**config.mk**
```make
export PLATFORM = sky130hd
export DESIGN_NAME = ws2812_enc
export DESIGN_NICKNAME = d
export VERILOG_FILES = /design/src/rtl/ws2812_enc.sv
export SDC_FILE = /design/constraint.sdc
export NUM_CORES = 1
export LEC_CHECK = 0
export ABC_AREA = 1
export BUFFER_PORTS_ARGS = -buffer_cell sky130_fd_sc_hd__buf_4
export CAP_MARGIN = 10
export CORE_MARGIN = 1.5
export CORE_UTILIZATION = 54
export CTS_CLUSTER_SIZE = 8
export DETAILED_ROUTE_END_ITERATION = 8
export GPL_TIMING_DRIVEN = 0
export PLACE_DENSITY = 0.83
export SLEW_MARGIN = 40
export SYNTH_ARGS = -nofsm -noshare
export SYNTH_HDL_FRONTEND = slang
export SYNTH_SLANG_ARGS = --single-unit
```
**constraint.sdc**
```tcl
create_clock -name clk_in -period 1.8 [get_ports clk_in]
set_input_delay 0.09 -clock clk_in [delete_from_list [all_inputs] [get_ports clk_in]]
set_output_delay 0.09 -clock clk_in [all_outputs]
set_load 0.02 [all_outputs]
```
**src/rtl/ws2812_enc.sv**
```systemverilog
// WS2812 single-wire NRZ bit encoder with a one-bit hold register.
// Define WS2812_OUT_INV_EN to drive the line inverted (idle high).
module ws2812_enc #(
  parameter logic [15:0] T0H_CNT   = 16'd70,
  parameter logic [15:0] T1H_CNT   = 16'd140,
  parameter logic [15:0] BIT_CNT   = 16'd250,
  parameter logic [15:0] DONE_LEAD = 16'd8
) (
  input  logic clk_in,
  input  logic rst_in,
  input  logic bit_rdy_in,
  input  logic bit_data_in,
  output logic bit_done_out,
  output logic ws2812_data_out,
  output logic busy_out,
  output logic ovf_out
);

  typedef enum logic [1:0] {
    IDLE,
    HIGH,
    LOW
  } state_t;

  localparam logic [15:0] LAST    = BIT_CNT - 16'd1;
  localparam logic [15:0] DONE_AT = BIT_CNT - 16'd1 - DONE_LEAD;

`ifdef WS2812_OUT_INV_EN
  localparam logic LINE_IDLE = 1'b1;
`else
  localparam logic LINE_IDLE = 1'b0;
`endif

  state_t      state_q;
  state_t      state_d;
  logic [15:0] cnt_q;
  logic [15:0] cnt_d;
  logic [15:0] high_last;
  logic        cur_q;
  logic        cur_d;
  logic        hold_full_q;
  logic        hold_full_d;
  logic        hold_bit_q;
  logic        hold_bit_d;
  logic        ovf_d;
  logic        done_d;
  logic        busy_d;
  logic        line_d;
  logic        period_end;

  assign high_last  = (cur_q ? T1H_CNT : T0H_CNT) - 16'd1;
  assign period_end = (state_q == LOW) && (cnt_q == LAST);

  always_comb begin
    state_d     = state_q;
    cnt_d       = cnt_q;
    cur_d       = cur_q;
    hold_full_d = hold_full_q;
    hold_bit_d  = hold_bit_q;
    ovf_d       = ovf_out;
    done_d      = 1'b0;

    unique case (state_q)
      IDLE: begin
        if (bit_rdy_in) begin
          state_d = HIGH;
          cnt_d   = '0;
          cur_d   = bit_data_in;
        end
      end
      HIGH: begin
        cnt_d = cnt_q + 16'd1;
        if (cnt_q == high_last) state_d = LOW;
      end
      LOW: begin
        cnt_d  = cnt_q + 16'd1;
        done_d = (cnt_q == DONE_AT);
      end
      default: state_d = IDLE;
    endcase

    // Handover at period end takes priority over the hold/overflow path
    if (period_end) begin
      cnt_d = '0;
      if (hold_full_q) begin
        state_d     = HIGH;
        cur_d       = hold_bit_q;
        hold_full_d = bit_rdy_in;
        if (bit_rdy_in) hold_bit_d = bit_data_in;
      end else if (bit_rdy_in) begin
        state_d = HIGH;
        cur_d   = bit_data_in;
      end else begin
        state_d = IDLE;
      end
    end else if (state_q != IDLE && bit_rdy_in) begin
      if (!hold_full_q) begin
        hold_full_d = 1'b1;
        hold_bit_d  = bit_data_in;
      end else begin
        ovf_d = 1'b1;
      end
    end

    line_d = (state_d == HIGH) ^ LINE_IDLE;
    busy_d = (state_d != IDLE) | hold_full_d;
  end

  always_ff @(posedge clk_in) begin
    if (rst_in) begin
      state_q         <= IDLE;
      cnt_q           <= '0;
      cur_q           <= 1'b0;
      hold_full_q     <= 1'b0;
      hold_bit_q      <= 1'b0;
      ovf_out         <= 1'b0;
      bit_done_out    <= 1'b0;
      busy_out        <= 1'b0;
      ws2812_data_out <= LINE_IDLE;
    end else begin
      state_q         <= state_d;
      cnt_q           <= cnt_d;
      cur_q           <= cur_d;
      hold_full_q     <= hold_full_d;
      hold_bit_q      <= hold_bit_d;
      ovf_out         <= ovf_d;
      bit_done_out    <= done_d;
      busy_out        <= busy_d;
      ws2812_data_out <= line_d;
    end
  end

endmodule

```
# Word-level counts from Yosys, hierarchy flattened
# Index checks and enable logic that the tools add are counted.
dict set report totals {
  inputBits 4
  output_inout_bits 4
  wordCells 59
  reg_bits 25
}
dict set report classes {
  reduce_logical 13
  muxes 22
  add_sub_neg 2
  eq_ne 10
  bitwise 3
}
# operator n
set ops {}
lappend ops {{16-bit by 8-bit == test with 1-bit output, second input constant} 2}
lappend ops {{16-bit case mux with 2 select lines} 1}
lappend ops {{16-bit by 1-bit adder with 16-bit output, second input constant} 1}
lappend ops {{16-bit == test} 1}
lappend ops {{16-bit two-way mux} 1}
lappend ops {{1-bit two-way mux} 15}
lappend ops {{8-bit by 1-bit subtractor with 9-bit output, second input constant} 1}
lappend ops {{8-bit two-way mux} 1}
lappend ops {{2-bit nonzero test} 4}
lappend ops {{2-bit two-way mux} 3}
lappend ops {{2-bit inequality test, second input constant} 3}
lappend ops {{2-bit case mux with 3 select lines} 1}
lappend ops {{2-bit OR reduction} 3}
lappend ops {{2-bit by 1-bit == test with 1-bit output, second input constant} 2}
lappend ops {{4-bit AND reduction} 1}
lappend ops {{3-bit AND reduction} 1}
lappend ops {{2-bit == test, second input constant} 1}
lappend ops {{1-bit logical AND} 2}
lappend ops {{2-bit logical NOT} 1}
lappend ops {{2-bit by 1-bit inequality test with 1-bit output, second input constant} 1}
lappend ops {{1-bit NOT} 2}
lappend ops {{2-bit AND reduction} 1}
lappend ops {{1-bit bitwise OR} 1}

# Logic depth before layout (Yosys ltp)
dict set report logic_depth {
  ltp_word 8
  mapped_depth 13
}

# Worst setup path before layout
# No wires, ideal clock.
dict set report synth_path {
  kind {register to register}
  from {register state_q[1]}
  to {register cnt_q[11]}
  path_stages_with_launch 12
  n_path_buf 1
  arrival_ps 1630
  slack_ps 51
  required_ps 1681
  path_cell_list {dfxtp_1 inv_1 ha_1 buf_4 o21ai_4 nand2_4 nor2_4 nand2_4 nor2_4 nand2_4 o21ai_0 a21oi_1}
}
dict set report synth_between {
  elab_chain_cells 4
}
# element line_no
set synth_rtl {}
lappend synth_rtl {{start, declared} 34} ;# state_t state_q;
lappend synth_rtl {{start signal, assigned} 121} ;# state_q <= state_d;
lappend synth_rtl {{2-bit == test / 2-bit by 1-bit == test with 1-bit output (equally long branches)} {52, 63}}
lappend synth_rtl {{2-bit OR reduction (no line)} n/a}
lappend synth_rtl {{2-bit nonzero test (no line)} n/a}
lappend synth_rtl {{2-bit AND reduction (no line)} n/a}
lappend synth_rtl {{end signal, assigned} 122} ;# cnt_q <= cnt_d;
lappend synth_rtl {{end, declared} 36} ;# logic [15:0] cnt_q;
# Several ways; a longest one is shown, not always the timed one.
# A chain may end at the register's enable or synchronous reset.

# Final worst setup path
dict set report layout_path {
  from {register cnt_q[1]}
  to {register cnt_q[7]}
}
dict set report layout_between {
  elab_chain_cells 3
}
# element
set layout_rtl {}
lappend layout_rtl {{parallel branches: the longest is 3 deep, another holds 16-bit by 1-bit adder with 16-bit output}}
# Parallel ways; which one is timed is not known.

==> flow_results.xml <==
<?xml version="1.0" encoding="UTF-8"?>
<metrics>
  <group name="global_route">
    <metric name="first_global_vias" unit="">1109</metric>
    <metric name="globalRouteTotalUtil" unit="%">19.9</metric>
    <metric name="first_pass_grt_wire_length" unit="microns">4330</metric>
    <metric name="global_route.overflow_total" unit="">0</metric>
    <metric name="antenna_violations_before_repair" unit="">0</metric>
    <metric name="maximum_number_of_pins_on_one_net_before_global_route_repair" unit="">14</metric>
  </group>
  <group name="synthesis">
    <metric name="synth_cell_type_count" unit="">25</metric>
    <metric name="synth_area_leaders" unit="">sky130_fd_sc_hd__dfxtp_1 34%, sky130_fd_sc_hd__nand2_1 14%, sky130_fd_sc_hd__inv_1 9.3%, sky130_fd_sc_hd__nor2_1 5.7%, sky130_fd_sc_hd__ha_1 5.2%</metric>
    <metric name="synth_largest_type_area_fraction" unit="%">34.5</metric>
    <metric name="synth_cells" unit="">214</metric>
    <metric name="mapped_avg_cell_area" unit="sq um">6.78</metric>
    <metric name="syn-num-nets" unit="">224</metric>
    <metric name="post_synth_instance_area" unit="sq um">1450</metric>
    <metric name="yosysWarningCount" unit="">0</metric>
    <metric name="synth-seq-cells" unit="">25</metric>
    <metric name="yosys.area.top_type" unit="">sky130_fd_sc_hd__dfxtp_1</metric>
    <metric name="synth.yosys.seq_area_share" unit="%">34.5</metric>
  </group>
  <group name="finish">
    <metric name="num_antenna_cells" unit="">0</metric>
    <metric name="multi_input_comb_area" unit="sq um">852</metric>
    <metric name="fraction_of_layout_cells_with_a_size_suffix_above_1" unit="%">22.1</metric>
    <metric name="filler_cells" unit="">213</metric>
    <metric name="seqCellArea" unit="sq um">503</metric>
    <metric name="area_growth_syn_to_layout" unit="%">17.5</metric>
    <metric name="fin_nets" unit="">246</metric>
    <metric name="finish.utilization" unit="%">68.2</metric>
    <metric name="mostFrequentLayoutCells" unit="">53 x sky130_fd_sc_hd__nand2_1, 32 x sky130_fd_sc_hd__inv_1, 23 x sky130_fd_sc_hd__dfxtp_1, 22 x sky130_fd_sc_hd__nor2_1, 18 x sky130_fd_sc_hd__buf_4</metric>
    <metric name="layout_commonest_cell" unit="">sky130_fd_sc_hd__nand2_1</metric>
    <metric name="final-instance-count-excl-fill" unit="">265</metric>
  </group>
  <group name="floorplan">
    <metric name="dieHeight" unit="microns">54.8</metric>
    <metric name="initial_core_util" unit="%">58.1</metric>
    <metric name="std_cell_rows" unit="">18</metric>
    <metric name="floorplan.io_pins" unit="">8</metric>
    <metric name="die_w" unit="microns">54.8</metric>
    <metric name="die-area" unit="sq um">3010</metric>
    <metric name="core_area" unit="sq um">2500</metric>
  </group>
  <group name="setup_path">
    <metric name="critical_path_required" unit="ns">2.06</metric>
    <metric name="critical_path.cell_chain" unit="">inv_1 &gt; ha_1 &gt; nand2_1 &gt; nor3_1 &gt; nand2_1 &gt; nand2_2 &gt; a21oi_4 &gt; clkdlybuf4s15_2 &gt; o21ai_0 &gt; nor2_1</metric>
    <metric name="worst-endpoint-arrival" unit="ns">2.04</metric>
    <metric name="r2r_slack" unit="ns">0.03</metric>
    <metric name="reg2regPathDepth" unit="">10</metric>
    <metric name="critPathMostFrequentCell" unit="">sky130_fd_sc_hd__nand2_1</metric>
    <metric name="timing.rr.end" unit="">cnt_q[7]</metric>
    <metric name="worstSetupPathType" unit="">flop to flop</metric>
    <metric name="startpoint_type" unit="">flop</metric>
    <metric name="slowest_stage" unit="">sky130_fd_sc_hd__dfxtp_1</metric>
    <metric name="worst-path-max-fanout" unit="">5</metric>
    <metric name="worst_setup_path_end_kind" unit="">flop</metric>
    <metric name="maximum_cell_stage_delay_along_the_critical_path" unit="ns">0.42</metric>
    <metric name="worst_r2r_startpoint" unit="">cnt_q[1]</metric>
  </group>
  <group name="detailed_routing">
    <metric name="postRouteAntennaNets" unit="">0</metric>
    <metric name="drt-initial-drc-count" unit="">29</metric>
    <metric name="highest-signal-layer" unit="">met4</metric>
    <metric name="drt-total-wl" unit="microns">2840</metric>
    <metric name="routedLengthMet1" unit="microns">1310</metric>
    <metric name="met2_wirelength" unit="microns">1390</metric>
    <metric name="detailroute.wirelength.met3" unit="microns">122</metric>
    <metric name="route.detailed.wl_per_inst" unit="microns">10.7</metric>
    <metric name="remaining_drc_errors" unit="">0</metric>
    <metric name="drt_pre_antenna_iters" unit="">4</metric>
    <metric name="post_drt_via_cell_ratio" unit="">5.06</metric>
    <metric name="routed-via-count" unit="">1341</metric>
  </group>
  <group name="power">
    <metric name="p_sw" unit="mW">0.425</metric>
    <metric name="pwr-share-seq" unit="%">49.8</metric>
    <metric name="cellLeakagePower" unit="nW">0.856</metric>
    <metric name="power.switching_fraction" unit="%">33.2</metric>
    <metric name="combinationalPowerShare" unit="%">31.0</metric>
    <metric name="clock_power_share" unit="%">19.3</metric>
    <metric name="worst_ir_drop_vdd" unit="V">0.000643</metric>
    <metric name="cellInternalPower" unit="mW">0.854</metric>
    <metric name="power_per_cell_area" unit="nW/um^2">750</metric>
  </group>
  <group name="clock_tree">
    <metric name="cts_hold_repair.buffers" unit="">0</metric>
    <metric name="cts.path.max_buffers" unit="">2</metric>
    <metric name="clock-sinks" unit="">25</metric>
    <metric name="ctsRootBufferMaster" unit="">sky130_fd_sc_hd__clkbuf_4</metric>
    <metric name="cts_made_buffers" unit="">3</metric>
    <metric name="tritoncts" unit="">built</metric>
    <metric name="insertion_delay_of_the_later_clocked_pin_in_the_worst_skew_pair" unit="ns">0.31</metric>
    <metric name="htree_num_levels" unit="">1</metric>
    <metric name="clk_pin_slew_worst_paths" unit="ns">0.13</metric>
  </group>
  <group name="timing">
    <metric name="finClkSkew" unit="ns">0.00392</metric>
    <metric name="setup-tns-final" unit="ns">0</metric>
    <metric name="report.final.slew_viol_count" unit="">0</metric>
    <metric name="relSlewSlack" unit="%">82.6</metric>
    <metric name="fin_hold_viols" unit="">0</metric>
    <metric name="grt_setup_unrepaired" unit="">true</metric>
    <metric name="setup_ws" unit="ns">0.0267</metric>
    <metric name="worstMarginPinSlew" unit="ns">0.259</metric>
    <metric name="period_share" unit="%">98.5</metric>
    <metric name="fmaxAchievable" unit="GHz">0.564</metric>
    <metric name="period_needed" unit="ns">1.77</metric>
    <metric name="setup_viol" unit="">0</metric>
  </group>
  <group name="placement">
    <metric name="port-buffer-count" unit="">7</metric>
    <metric name="globalplace.congestion" unit="">0.780</metric>
    <metric name="dp_worst_setup_slack" unit="ns">-0.126</metric>
    <metric name="post-place-cells" unit="">251</metric>
    <metric name="detailedPlacementHpwl" unit="microns">2020</metric>
  </group>
  <group name="hold_path">
    <metric name="hold-path-cell-count" unit="">3</metric>
    <metric name="min_path_type" unit="">primary input to flop</metric>
    <metric name="hold_path_startpoint" unit="">bit_rdy_in</metric>
    <metric name="timing.hold.worst_endpoint" unit="">hold_bit_q</metric>
  </group>
  <group name="run_status">
    <metric name="status" unit="">complete, no violations</metric>
  </group>
  <group name="run">
    <metric name="timing.max_cap.violations" unit="">0</metric>
  </group>
</metrics>
[registers in the layout, indices dropped and copies added (netlist names), named ones only]
signal,flops
ovf_out,1
cnt_q,16
ws2812_data_out,1
hold_bit_q,1
bit_done_out,1
hold_full_q,1
state_q,2
busy_out,1
[timing repair]
action,in CTS,in global routing
pin swaps,5,10
endpoints found under the setup margin,8,11
gates cloned,0,1
gates resized for setup,8,14
buffers inserted,7,3
[cells in the mapped netlist (all sizes together)]
master,count
nand2,62
inv,36
dfxtp,25
nor2,25
o21ai,16
a21oi,11
nor3,11
nand3,9
ha,6
a31oi,2
buf,2
or2,2
nand4,1
nor3b,1
nor4,1
o211ai,1
o21a,1
o21bai,1
xnor2,1
[worst max-delay path: cells and delay by family, from the launching register on]
| kind | cells | cell delay (ns) |
|---|---|---|
| and+or+nand+nor | 5 | 0.49 |
| DFF | 1 | 0.42 |
| buffers and inverters | 2 | 0.36 |
| AOI/OAI and AO/OA | 2 | 0.26 |
| adders and majority gates | 1 | 0.19 |
[final cells by class]
| cell class | instances | share of cell area [%] |
|---|---|---|
| Buffer | 1 | 0.440 |
| Clock buffer | 4 | 1.54 |
| Inverter | 36 | 8.22 |
| Multi-Input combinational cell | 151 | 50.0 |
| Sequential cell | 25 | 29.5 |
| Tap cell | 30 | 2.20 |
| Timing Repair Buffer | 18 | 8.14 |
[power by group through the flow]
stage	logic, mW	registers (mW)	clock network (mW)
4_1_cts	0.361	0.634	0.260
6_report	0.396	0.637	0.247
3_3_place_gp	0.319	0.646	0
5_1_grt	0.444	0.642	0.270
3_5_place_dp	0.327	0.646	0
2_1_floorplan	0.227	0.660	0
[stage by stage]
step	instance area [sq um]	hold WS (ns)	total power [mW]
after floorplan	1450	0.247	0.886
after global placement	1540	0.410	0.965
after detailed placement	1540	0.411	0.972
after CTS	1640	0.0682	1.26
after global routing	1710	0.102	1.36
final	1710	0.0827	1.28
[layer usage]
metal	vias up	global-route usage (%)
met2	20	34.5
met5	-	0
met3	2	4.92
met4	0	4.58
met1	602	24.5
li1	717	-
[cells by family after synthesis]
| kind of cell | count (synthesis) | synth area share, % |
|---|---|---|
| and+or+nand+nor | 112 | 36.4 |
| buffers and inverters | 38 | 10.3 |
| DFF | 25 | 34.5 |
| AOI/OAI and AO/OA | 32 | 13.0 |
| adders and majority gates | 6 | 5.17 |
| xor gates and xnor gates | 1 | 0.604 |
[worst max-delay path by stage]
| stage | from | to | cells past startpoint |
|---|---|---|---|
| floorplan | state_q[1] | cnt_q[11] | 11 |
| global placement | state_q[0] | cnt_q[15] | 11 |
| detailed placement | state_q[0] | cnt_q[13] | 11 |
| CTS | state_q[0] | cnt_q[15] | 12 |
| global route | state_q[0] | cnt_q[14] | 12 |
| finish | cnt_q[1] | cnt_q[7] | 10 |
Note: power is estimated with default switching activity, not from simulation.
